[src/rtl/ps2_host_tx.sv]
// Host-to-device PS/2 transmitter: request-to-send, device-clocked shifting of
// data/parity/stop, acknowledge check and per-event timeout.
module ps2_host_tx #(
    parameter int INHIBIT_CYCLES = 5000,
    parameter int TIMEOUT_CYCLES = 750000
) (
    input  logic       clk,
    input  logic       reset,
    input  logic [7:0] tx_data,
    input  logic       tx_valid,
    output logic       tx_ready,
    input  logic       ps2_clk_in,
    input  logic       ps2_data_in,
    output logic       ps2_clk_oe,
    output logic       ps2_data_oe,
    output logic       tx_busy,
    output logic       tx_done,
    output logic       tx_err
);

    localparam int CNT_MAX = (INHIBIT_CYCLES > TIMEOUT_CYCLES) ? INHIBIT_CYCLES : TIMEOUT_CYCLES;
    localparam int CNT_W   = $clog2(CNT_MAX + 1);

    typedef enum logic [2:0] {
        IDLE,
        INHIBIT,
        REQUEST,
        SEND,
        ACK,
        WAIT_IDLE
    } state_t;

    state_t           state_q, state_d;
    logic [CNT_W-1:0] cnt_q, cnt_d;
    logic [3:0]       idx_q, idx_d;
    logic             bit_q, bit_d;
    logic [9:0]       frame_q, frame_d;
    logic [1:0]       clk_sync_q, clk_sync_d;
    logic [1:0]       data_sync_q, data_sync_d;
    logic             clk_prev_q, clk_prev_d;

    logic clk_s, data_s, fall, timeout;

    assign clk_sync_d  = {clk_sync_q[0], ps2_clk_in};
    assign data_sync_d = {data_sync_q[0], ps2_data_in};
    assign clk_s       = clk_sync_q[1];
    assign data_s      = data_sync_q[1];
    assign clk_prev_d  = clk_s;
    assign fall        = clk_prev_q & ~clk_s;
    assign timeout     = (cnt_q == CNT_W'(TIMEOUT_CYCLES));

    // Outputs decode straight from the state so an async reset releases the pins at once.
    assign tx_ready    = (state_q == IDLE);
    assign tx_busy     = (state_q != IDLE);
    assign ps2_clk_oe  = (state_q == INHIBIT) || (state_q == REQUEST);
    assign ps2_data_oe = (state_q == REQUEST) || ((state_q == SEND) && !bit_q);

    always_comb begin
        state_d = state_q;
        cnt_d   = cnt_q;
        idx_d   = idx_q;
        bit_d   = bit_q;
        frame_d = frame_q;
        tx_done = 1'b0;
        tx_err  = 1'b0;
        case (state_q)
            IDLE: begin
                cnt_d = '0;
                if (tx_valid) begin
                    // Frame shifts out LSB first: data, odd parity, stop.
                    frame_d = {1'b1, ~^tx_data, tx_data};
                    state_d = INHIBIT;
                end
            end
            INHIBIT: begin
                if (cnt_q == CNT_W'(INHIBIT_CYCLES - 1)) begin
                    cnt_d   = '0;
                    state_d = REQUEST;
                end else begin
                    cnt_d = cnt_q + CNT_W'(1);
                end
            end
            REQUEST: begin
                cnt_d   = '0;
                idx_d   = '0;
                bit_d   = 1'b0;
                state_d = SEND;
            end
            SEND: begin
                if (timeout) begin
                    tx_err  = 1'b1;
                    cnt_d   = '0;
                    state_d = IDLE;
                end else if (fall) begin
                    cnt_d   = '0;
                    bit_d   = frame_q[0];
                    frame_d = {1'b1, frame_q[9:1]};
                    idx_d   = idx_q + 4'd1;
                    if (idx_q == 4'd9) begin
                        state_d = ACK;
                    end
                end else begin
                    cnt_d = cnt_q + CNT_W'(1);
                end
            end
            ACK: begin
                if (timeout) begin
                    tx_err  = 1'b1;
                    cnt_d   = '0;
                    state_d = IDLE;
                end else if (fall) begin
                    cnt_d = '0;
                    if (!data_s) begin
                        state_d = WAIT_IDLE;
                    end else begin
                        tx_err  = 1'b1;
                        state_d = IDLE;
                    end
                end else begin
                    cnt_d = cnt_q + CNT_W'(1);
                end
            end
            WAIT_IDLE: begin
                if (timeout) begin
                    tx_err  = 1'b1;
                    cnt_d   = '0;
                    state_d = IDLE;
                end else if (clk_s && data_s) begin
                    tx_done = 1'b1;
                    cnt_d   = '0;
                    state_d = IDLE;
                end else if (fall) begin
                    cnt_d = '0;
                end else begin
                    cnt_d = cnt_q + CNT_W'(1);
                end
            end
            default: begin
                cnt_d   = '0;
                state_d = IDLE;
            end
        endcase
    end

    // Synchronizers reset to the idle-high line level so reset release cannot fake a fall.
    always_ff @(posedge clk or negedge reset) begin
        if (!reset) begin
            state_q     <= IDLE;
            cnt_q       <= '0;
            idx_q       <= '0;
            bit_q       <= 1'b1;
            clk_sync_q  <= 2'b11;
            data_sync_q <= 2'b11;
            clk_prev_q  <= 1'b1;
        end else begin
            state_q     <= state_d;
            cnt_q       <= cnt_d;
            idx_q       <= idx_d;
            bit_q       <= bit_d;
            clk_sync_q  <= clk_sync_d;
            data_sync_q <= data_sync_d;
            clk_prev_q  <= clk_prev_d;
        end
    end

    always_ff @(posedge clk) begin
        frame_q <= frame_d;
    end

endmodule

[config.mk]
export PLATFORM = sky130hd
export DESIGN_NAME = ps2_host_tx
export DESIGN_NICKNAME = d
export VERILOG_FILES = /design/src/rtl/ps2_host_tx.sv
export SDC_FILE = /design/constraint.sdc
export NUM_CORES = 1
export LEC_CHECK = 0
export ABC_AREA = 1
export CORE_MARGIN = 2
export CORE_UTILIZATION = 37
export CTS_BUF_LIST = sky130_fd_sc_hd__clkbuf_16
export DETAILED_ROUTE_END_ITERATION = 8
export GPL_TIMING_DRIVEN = 0
export REMOVE_ABC_BUFFERS = 1
export SETUP_SLACK_MARGIN = 0.2
export SLEW_MARGIN = 5
export SYNTH_ARGS = -nofsm -noshare
export SYNTH_HDL_FRONTEND = slang
export SYNTH_SLANG_ARGS = --single-unit
[constraint.sdc]
create_clock -name clk -period 1.96 [get_ports clk]
set_input_delay 0.392 -clock clk [delete_from_list [all_inputs] [get_ports clk]]
set_output_delay 0.392 -clock clk [all_outputs]
set_load 0.02 [all_outputs]
==> results of run 1 <==
==> metrics by stage <==
step           power, mW  setup TNS (ns)  instance area [um^2]  hold slack, ns  setup WS, ns
6_report            3.66        -0.00942                  3010           0.162      -0.00942
3_5_place_dp        2.33          -10.57                  2540           0.350        -0.796
5_1_grt             3.89           -2.11                  3010           0.226        -0.106
4_1_cts             3.61        -0.00664                  2980           0.194      -0.00664
3_3_place_gp        2.32          -15.15                  2550           0.348        -0.792
2_1_floorplan       1.97           -1.63                  2270          0.0964        -0.181
==> area by class of cell <==
type	count	area, um^2	area share [%]
Multi-Input combinational cell	205	1170	38.7
Inverter	36	144	4.78
Clock inverter	3	28.8	0.956
Clock buffer	5	125	4.15
Sequential cell	42	1110	36.8
Tap cell	75	93.8	3.12
Timing Repair Buffer	37	324	10.8
Timing Repair inverter	3	21.3	0.706
==> how the worst max path moves through the flow <==
stage                            end  cells after the start       start
after floorplan           frame_q[0]                      5  state_q[2]
after global placement    frame_q[2]                      5  state_q[2]
after detailed placement  frame_q[2]                      5  state_q[2]
after CTS                     tx_err                      9    cnt_q[0]
after global routing          tx_err                      8    cnt_q[2]
final                         tx_err                      9    cnt_q[1]
==> critical path, delay by kind of cell (launching register included) <==
family / cells / cell delay (ns)
buf+inv: 3 / 0.30
compound gates: 1 / 0.08
simple gates: 4 / 0.39
flops: 1 / 0.40
fa+ha+maj: 1 / 0.13
==> flip-flops by register name, indices dropped and copies added, names as in the netlist <==
signal	cells
cnt_q	20
frame_q	9
idx_q	4
state_q	3
clk_sync_q	2
data_sync_q	2
bit_q	1
clk_prev_q	1
==> placed cells by master, fill, tap and decap left out, drive strengths merged, types with 2 or more instances in the layout <==
cell type,instances
a21oi,4
clkdlybuf4s15,2
nor2,39
nand4,7
clkdlybuf4s50,11
nand2,80
xnor2,5
dfstp,6
edfxtp,9
or2,2
nand3,24
clkbuf,5
buf,24
ha,4
nor3,12
xor2,15
inv,37
o21ai,10
clkinv,4
dfrtp,27
==> cell families after synthesis <==
group                    Yosys count  synth area share [%]
adder cells (fa/ha/maj)            4                  2.17
XOR/XNOR                          20                  7.59
AO/OA/AOI/OAI                     16                  3.79
flip-flops                        42                  47.8
buffers and inverters             40                  7.43
AND/OR/NAND/NOR                  165                  31.2
==> repair_timing <==
item | in CTS | in global routing
hold endpoints to repair | 0 | 0
pin swaps | 10 | 4
endpoints found under the setup margin | 33 | 43
setup buffers | 19 | 0
gates cloned | 2 | 1
resized for setup | 68 | 12
==> metal layers <==
layer / global-route usage [%] / vias up
met2: 24.4 / 40
met4: 4.92 / 0
li1: - / 995
met3: 2.68 / 10
met5: 0 / -
met1: 21.3 / 927
==> power breakdown <==
group	switching (mW)	internal (mW)	total [mW]
clock	0.372	0.488	0.860
sequential	0.125	1.14	1.27
combinational	0.948	0.588	1.54
total	1.44	2.22	3.66
==> reports/results.txt, run 1 <==
status: complete, but fails checks
failing checks: negative setup slack
DRT Pass-1 Iters: 4
final period utilization: 100%
post-layout util: 50.3%
syn avg cell area: 8.04 um^2
top-count cell post-synth: nand2_1
cell chain of the critical path: inv_2 > ha_4 > nand3_2 > nor2_2 > nand3_2 > inv_2 > o21ai_1 > nand2_2 > buf_6
Max stage delay on crit path: 0.40 ns
number of remaining DRC errors: 0
clock-pin slew on the worst setup and hold paths: 0.07 ns
Clock Path Buffers: 2
routed wire length: 5220 um
min Tclk post-route: 1.97 ns
P_leak: 1.32 nW
CTS buffer count: 5
antenna violations before repair: 0
Syn Std Cell Area: 2310 um^2
Synth Instances: 287
number of synthesized flops with an enable pin: 9
setup slack, reg-to-reg: 0.02 ns
Diodes inserted: 0
worst skew pair latency: 0.29 ns
DR top layer: met4
Tot GR Track Use: 15.4%
post-route ant nets: 0
synthesized flop and latch total: 42
reg2reg start: cnt_q[1]
Seq/Total Area, Yosys: 47.8%
FF-to-FF End: cnt_q[13]
largest net degree at the start of global routing: 34
die area: 6890 um^2
met3 WL: 184 um
CTS Sinks: 42
global placement routability congestion: 0.845
CTS Hold Buffers Added: 0
max_cap viols: 0
maximum vdd ir drop: 0.562 mV
Synth top area share: 29.3%
H-Tree Level Count: 2
drt first-iter violations: 100
Vias/cell: 4.86
cell area power density: 1220 nW/um^2
Crit-path slowest cell: dfrtp_1
CP required: 1.57 ns
Root Driver: clkbuf_16
fin cells: 406
maximum clock frequency: 0.508 GHz
Clock Skews: 0.00875 ns
CTS tree: yes
M1 WL: 2470 um
IO Port Bufs: 18
Area Overhead vs Synth: 30.5%
Hold Path Class: in -> async
Slew headroom: 51.9%
RSZ-0062 raised after global routing: yes
Die Ht: 83.0 um
Crit Path Category: reg -> out
arrival time worst endpoint: 1.58 ns
crit path capture type: output pin
Slew @ Worst Pin: 0.722 ns
I/O Pins: 19
max-slew violations: 0
Post-Place Cells: 376
initial core utilization: 38.5%
final hold vios: 0
die extent in x: 83.0 um
Post-DP HPWL: 3220 um
worst setup margin: -0.00942 ns
leading area contributor after synthesis: dfrtp_1
ys async rst share: 78.6%
Met2 Wirelength: 2480 um
vias in the first global route: 1,948
grt ovf: 0
ranking of synthesized cells by area: dfrtp_1 (29%), nand2_1 (13%), edfxtp_1 (12%), dfstp_2 (6.8%), nor2_1 (5.9%)
fin nets: 347
ys flop type: dfrtp_1
core box area: 5990 um^2
first-pass GRT wire length: 8740 um
list of most frequent post-synthesis cells: nand2_1 (79), nor2_1 (36), inv_1 (34)
critical path peak fanout: 3
num rows: 28
DR vias: 1,972
wire length per cell: 12.9 um
Worst Reg-to-Reg Cells: 12
layout cells sized above 1: 25.7%
# fillers: 551
Ys Warns: 0
Netlist cell types: 29
element type at the critical path start: flip-flop
Setup Viol. Count Final: 1
(Power assumes the default switching activity.)
==> run 2: changes to the inputs <==
==> constraint.sdc (replaced) <==
create_clock -name clk -period 1.96 [get_ports clk]
set_input_delay 0.49 -clock clk [delete_from_list [all_inputs] [get_ports clk]]
set_output_delay 0.49 -clock clk [all_outputs]
set_load 0.02 [all_outputs]
==> reports/results.txt, run 2 (same netlist as run 1, synthesis figures left out) <==
RSZ-0062 raised after global routing: yes
min Tclk post-route: 2.15 ns (+0.184 ns)
H-Tree Level Count: 2 (unchanged)
die extent in x: 83.0 um (unchanged)
Final Power: 4.00 mW (+9.2%)
Diodes inserted: 0 (unchanged)
CTS Hold Buffers Added: 0 (unchanged)
DRT Pass-1 Iters: 4 (unchanged)
FF-to-FF End: state_q[2]
worst skew pair latency: 0.29 ns (about the same)
final period utilization: 110% (+9.4 points)
post-route ant nets: 0 (unchanged)
CP required: 1.47 ns (-0.10 ns)
maximum clock frequency: 0.464 GHz (-8.6%)
CTS tree: yes
Hold Path Class: in -> async
Biggest register: cnt_q
DR vias: 1,993 (+1.1%)
Clock Skews: 0.00575 ns (-0.00300 ns)
first-pass GRT wire length: 8620 um (-1.3%)
max reg flops: 20 (unchanged)
initial core utilization: 38.5% (unchanged)
Area Overhead vs Synth: 36.0%
max_cap viols: 0 (unchanged)
drt first-iter violations: 107 (+7.0%)
Clock Path Buffers: 2 (unchanged)
Tot GR Track Use: 15.2% (-0.21 points)
clock-pin slew on the worst setup and hold paths: 0.07 ns (about the same)
antenna violations before repair: 0 (unchanged)
layout cells sized above 1: 28.7% (+3.0 points)
pre-CTS setup slack: -0.840 ns (-0.0438 ns)
Vias/cell: 4.78 (-1.6%)
P_leak: 1.39 nW (+5.6%)
post-layout util: 52.4% (+2.2 points)
Die Ht: 83.0 um (unchanged)
CTS buffer count: 5 (unchanged)
setup TNS: -2.25 ns (-2.24 ns)
reg2reg start: cnt_q[0]
I/O Pins: 19 (unchanged)
Crit Path Category: reg -> out
Regs by FF count: cnt_q x20, frame_q x9, idx_q x4
num rows: 28 (unchanged)
cell area power density: 1270 nW/um^2 (+4.7%)
worst setup margin: -0.194 ns (-0.184 ns)
Post-DP HPWL: 3220 um (unchanged)
max-slew violations: 0 (unchanged)
WHS: 0.258 ns (+0.0959 ns)
Root Driver: clkbuf_16
maximum vdd ir drop: 0.608 mV (+8.2%)
# fillers: 533 (-3.3%)
core box area: 5990 um^2 (unchanged)
Placed Instance Area: 2540 um^2 (unchanged)
grt ovf: 0 (unchanged)
fin nets: 358 (+3.2%)
Worst Reg-to-Reg Cells: 15 (+3)
Post-Place Cells: 376 (unchanged)
Slew headroom: 52.3% (+0.45 points)
global placement routability congestion: 0.845 (unchanged)
design area: 3140 um^2 (+4.3%)
status: complete, but fails checks
most common cell after layout, fill and taps aside: nand2_1
crit path capture type: output pin
die area: 6890 um^2 (unchanged)
wire length per cell: 13.1 um (+1.8%)
largest net degree at the start of global routing: 34 (unchanged)
element type at the critical path start: flip-flop
arrival time worst endpoint: 1.66 ns (+0.08 ns)
Slew @ Worst Pin: 0.715 ns (-0.00677 ns)
highest-count cells in the layout ignoring fill and taps: nand2_1 (73), nor2_1 (32), buf_4 (27), inv_1 (24), dfrtp_1 (23)
routed wire length: 5460 um (+4.6%)
final hold vios: 0 (unchanged)
Setup Viol. Count Final: 34 (+33)
CTS Sinks: 42 (unchanged)
critical path peak fanout: 3 (unchanged)
number of remaining DRC errors: 0 (unchanged)
fin cells: 417 (+2.7%)
failing checks: negative setup slack
setup slack, reg-to-reg: -0.10 ns (-0.12 ns)
IO Port Bufs: 18 (unchanged)
vias in the first global route: 1,941 (-0.36%)
[run 2: changes by cell type in the layout (fill, tap and decap cells not counted), sizes merged]
cell	previous run	this run
buf	24	37
clkdlybuf4s15	2	0
[run 2: final cells by class]
cell class | instances | area (um^2) | share of cell area, %
clock buffer | 5 | 125 | 3.98
multi-input combinational | 205 | 1180 | 37.5
timing repair inverter | 3 | 21.3 | 0.677
inverter | 36 | 149 | 4.74
sequential | 42 | 1110 | 35.3
tap | 75 | 93.8 | 2.99
clock inverter | 3 | 28.8 | 0.916
timing repair buffer | 48 | 437 | 13.9
[run 2: worst max path at each step]
stage	cells after the start	startpoint	to	slack, ns
global route	9	cnt_q[0]	tx_err	-0.27
detailed placement	6	state_q[2]	tx_err	-0.84
global placement	6	state_q[2]	tx_err	-0.84
floorplan	5	state_q[2]	frame_q[0]	-0.18
finish	9	cnt_q[0]	tx_err	-0.19
CTS	9	cnt_q[0]	tx_err	-0.10
[run 2: critical path, cell delays in order (launching register included)]
cell and delay, ns:
dfrtp_1 0.40, inv_2 0.09, ha_4 0.13, nand3_2 0.07
nor2_2 0.11, nand3_2 0.11, inv_2 0.08, o21ai_0 0.13
nand2_2 0.12, buf_6 0.12
[run 2: what timing repair did]
| action | in CTS | in global routing |
|---|---|---|
| resized for setup | 62 | 35 |
| setup buffers | 19 | 11 |
| endpoints found under the setup margin | 33 | 43 |
| pin swaps | 8 | 10 |
| gates cloned | 1 | 2 |
[run 2: layer usage]
layer / routed length [um] / vias to the layer above / track usage [%]
met5: 0 / - / 0
met2: 2670 / 25 / 24.9
li1: - / 1018 / -
met3: 131 / 9 / 2.68
met1: 2570 / 941 / 20.5
met4: 91 / 0 / 4.62
[run 2: power by group]
group	leakage, nW	internal [mW]	switching [mW]	total (mW)
clock network	0.0763	0.488	0.371	0.859
registers	0.514	1.14	0.130	1.27
logic	0.802	0.811	1.06	1.87
==> run 3: changes to the inputs <==
--- a/config.mk
+++ b/config.mk
@@ -13,7 +13,7 @@
 export GPL_TIMING_DRIVEN = 0
 export REMOVE_ABC_BUFFERS = 1
 export SETUP_SLACK_MARGIN = 0.2
-export SLEW_MARGIN = 5
+export SLEW_MARGIN = 20
 export SYNTH_ARGS = -nofsm -noshare
 export SYNTH_HDL_FRONTEND = slang
 export SYNTH_SLANG_ARGS = --single-unit
==> reports/results.txt, run 3 (same netlist as run 1, synthesis figures left out) <==
Diodes inserted: 0 (unchanged)
fin nets: 353 (-1.4%)
final hold vios: 0 (unchanged)
cell area power density: 1220 nW/um^2 (-4.5%)
final period utilization: 106% (-4.0 points)
P_leak: 1.35 nW (-2.8%)
Worst Reg-to-Reg Cells: 14 (-1)
antenna violations before repair: 0 (unchanged)
max reg flops: 20 (unchanged)
Clock Path Buffers: 2 (unchanged)
core box area: 5990 um^2 (unchanged)
layout cells sized above 1: 29.4% (+0.72 points)
CTS buffer count: 5 (unchanged)
reg2reg start: cnt_q[0]
Die Ht: 83.0 um (unchanged)
vias in the first global route: 1,857 (-4.3%)
clock-pin slew on the worst setup and hold paths: 0.06 ns (about the same)
largest net degree at the start of global routing: 34 (unchanged)
crit path capture type: output pin
max-slew violations: 0 (unchanged)
Root Driver: clkbuf_16
FF-to-FF End: cnt_q[13]
met2 Resource Use GR: 23.0% (-1.8 points)
Slew headroom: 75.6% (+23 points)
post-route ant nets: 0 (unchanged)
worst setup margin: -0.115 ns (+0.0793 ns)
RSZ-0062 raised after global routing: yes
# fillers: 538 (+0.94%)
CP required: 1.47 ns (about the same)
max_cap viols: 0 (unchanged)
failing checks: negative setup slack
wire length per cell: 12.3 um (-5.8%)
I/O Pins: 19 (unchanged)
Biggest register: cnt_q
maximum vdd ir drop: 0.618 mV (+1.6%)
routing usage on met3: 2.78% (+0.099 points)
die extent in x: 83.0 um (unchanged)
initial core utilization: 38.5% (unchanged)
Post-Place Cells: 377 (+0.27%)
min Tclk post-route: 2.07 ns (-0.0793 ns)
Crit Path Category: reg -> out
Hold Path Class: in -> async
highest-count cells in the layout ignoring fill and taps: nand2_1 (72), nor2_1 (31), inv_1 (23), dfrtp_1 (21), buf_4 (19)
element type at the critical path start: flip-flop
DRT Pass-1 Iters: 4 (unchanged)
CTS tree: yes
Post-DP HPWL: 3210 um (-0.38%)
critical path peak fanout: 4 (+1)
status: complete, but fails checks
Regs by FF count: cnt_q x20, frame_q x9, idx_q x4
routed wire length: 5090 um (-6.9%)
Area Overhead vs Synth: 34.4%
Setup Viol. Count Final: 25 (-26%)
CTS Sinks: 42 (unchanged)
Slew @ Worst Pin: 0.363 ns (-0.352 ns)
busiest grt layer: met2
Final Power: 3.77 mW (-5.7%)
number of remaining DRC errors: 0 (unchanged)
fin cells: 412 (-1.2%)
drt first-iter violations: 95 (-11%)
Tot GR Track Use: 14.7% (-0.44 points)
die area: 6890 um^2 (unchanged)
most common cell after layout, fill and taps aside: nand2_1
H-Tree Level Count: 2 (unchanged)
first-pass GRT wire length: 8300 um (-3.7%)
CTS Hold Buffers Added: 0 (unchanged)
DR vias: 1,965 (-1.4%)
met1 Use GR: 20.7% (+0.27 points)
global placement routability congestion: 0.845 (unchanged)
Vias/cell: 4.77 (-0.21%)
Clock Skews: 0.00297 ns (-0.00278 ns)
grt ovf: 0 (unchanged)
setup slack, reg-to-reg: -0.10 ns (about the same)
maximum clock frequency: 0.482 GHz (+3.8%)
arrival time worst endpoint: 1.58 ns (-0.08 ns)
worst skew pair latency: 0.28 ns (about the same)
IO Port Bufs: 18 (unchanged)
num rows: 28 (unchanged)
-- run 3: worst max-delay path, cell delays in order, from the launching register on --
cell	delay, ns
dfrtp_1	0.39
inv_2	0.08
ha_4	0.13
nand3_2	0.08
nor2_2	0.10
nand3_2	0.12
inv_2	0.09
o21ai_1	0.08
nand2_2	0.10
buf_6	0.12
-- run 3: layout make-up --
type / instances / area, um^2 / share of cell area [%]
Clock inverter: 3 / 25.0 / 0.807
Sequential cell: 42 / 1110 / 35.8
Tap cell: 75 / 93.8 / 3.03
Clock buffer: 5 / 125 / 4.03
Timing Repair inverter: 3 / 20.0 / 0.645
Multi-Input combinational cell: 205 / 1170 / 37.7
Inverter: 36 / 146 / 4.72
Timing Repair Buffer: 43 / 410 / 13.2
-- run 3: worst max-delay path by stage --
| stage | from | endpoint | slack (ns) | cells past startpoint |
|---|---|---|---|---|
| after floorplan | state_q[2] | frame_q[0] | -0.18 | 5 |
| after global placement | state_q[2] | tx_err | -0.84 | 6 |
| after detailed placement | state_q[2] | tx_err | -0.82 | 6 |
| after CTS | cnt_q[0] | tx_err | -0.11 | 9 |
| after global routing | cnt_q[1] | tx_err | -0.23 | 9 |
| final | cnt_q[0] | tx_err | -0.11 | 9 |
-- run 3: where the power goes --
group | total [mW] | switching, mW | internal (mW) | leakage [nW]
sequential | 1.27 | 0.130 | 1.14 | 0.511
clock | 0.822 | 0.344 | 0.478 | 0.0704
combinational | 1.68 | 0.996 | 0.682 | 0.773
-- run 3: timing repair --
item                       4_1_cts  5_1_grt
gates cloned                     1        2
buffers inserted                16        8
resized for setup               74       27
setup endpoints to repair       31       43
pin swaps                        8        9
-- run 3: metrics by stage --
| step | utilization [%] | setup TNS (ns) | area, um^2 | hold WS (ns) | setup WS [ns] |
|---|---|---|---|---|---|
| floorplan | - | -1.63 | 2270 | 0.194 | -0.181 |
| finish | 51.8 | -2.24 | 3100 | 0.154 | -0.115 |
| global route | 51.8 | -5.23 | 3100 | 0.160 | -0.227 |
| detailed placement | 42.8 | -10.75 | 2560 | 0.347 | -0.820 |
| CTS | 49.5 | -0.134 | 2970 | 0.160 | -0.109 |
| global placement | 42.5 | -18.09 | 2550 | 0.348 | -0.844 |
-- run 3: layer usage --
metal  routed length, um  part of all wire [%]
met3                 109                   2.1
met2                2370                    47
met5                   0                     0
met1                2550                    50
met4                  57                   1.1
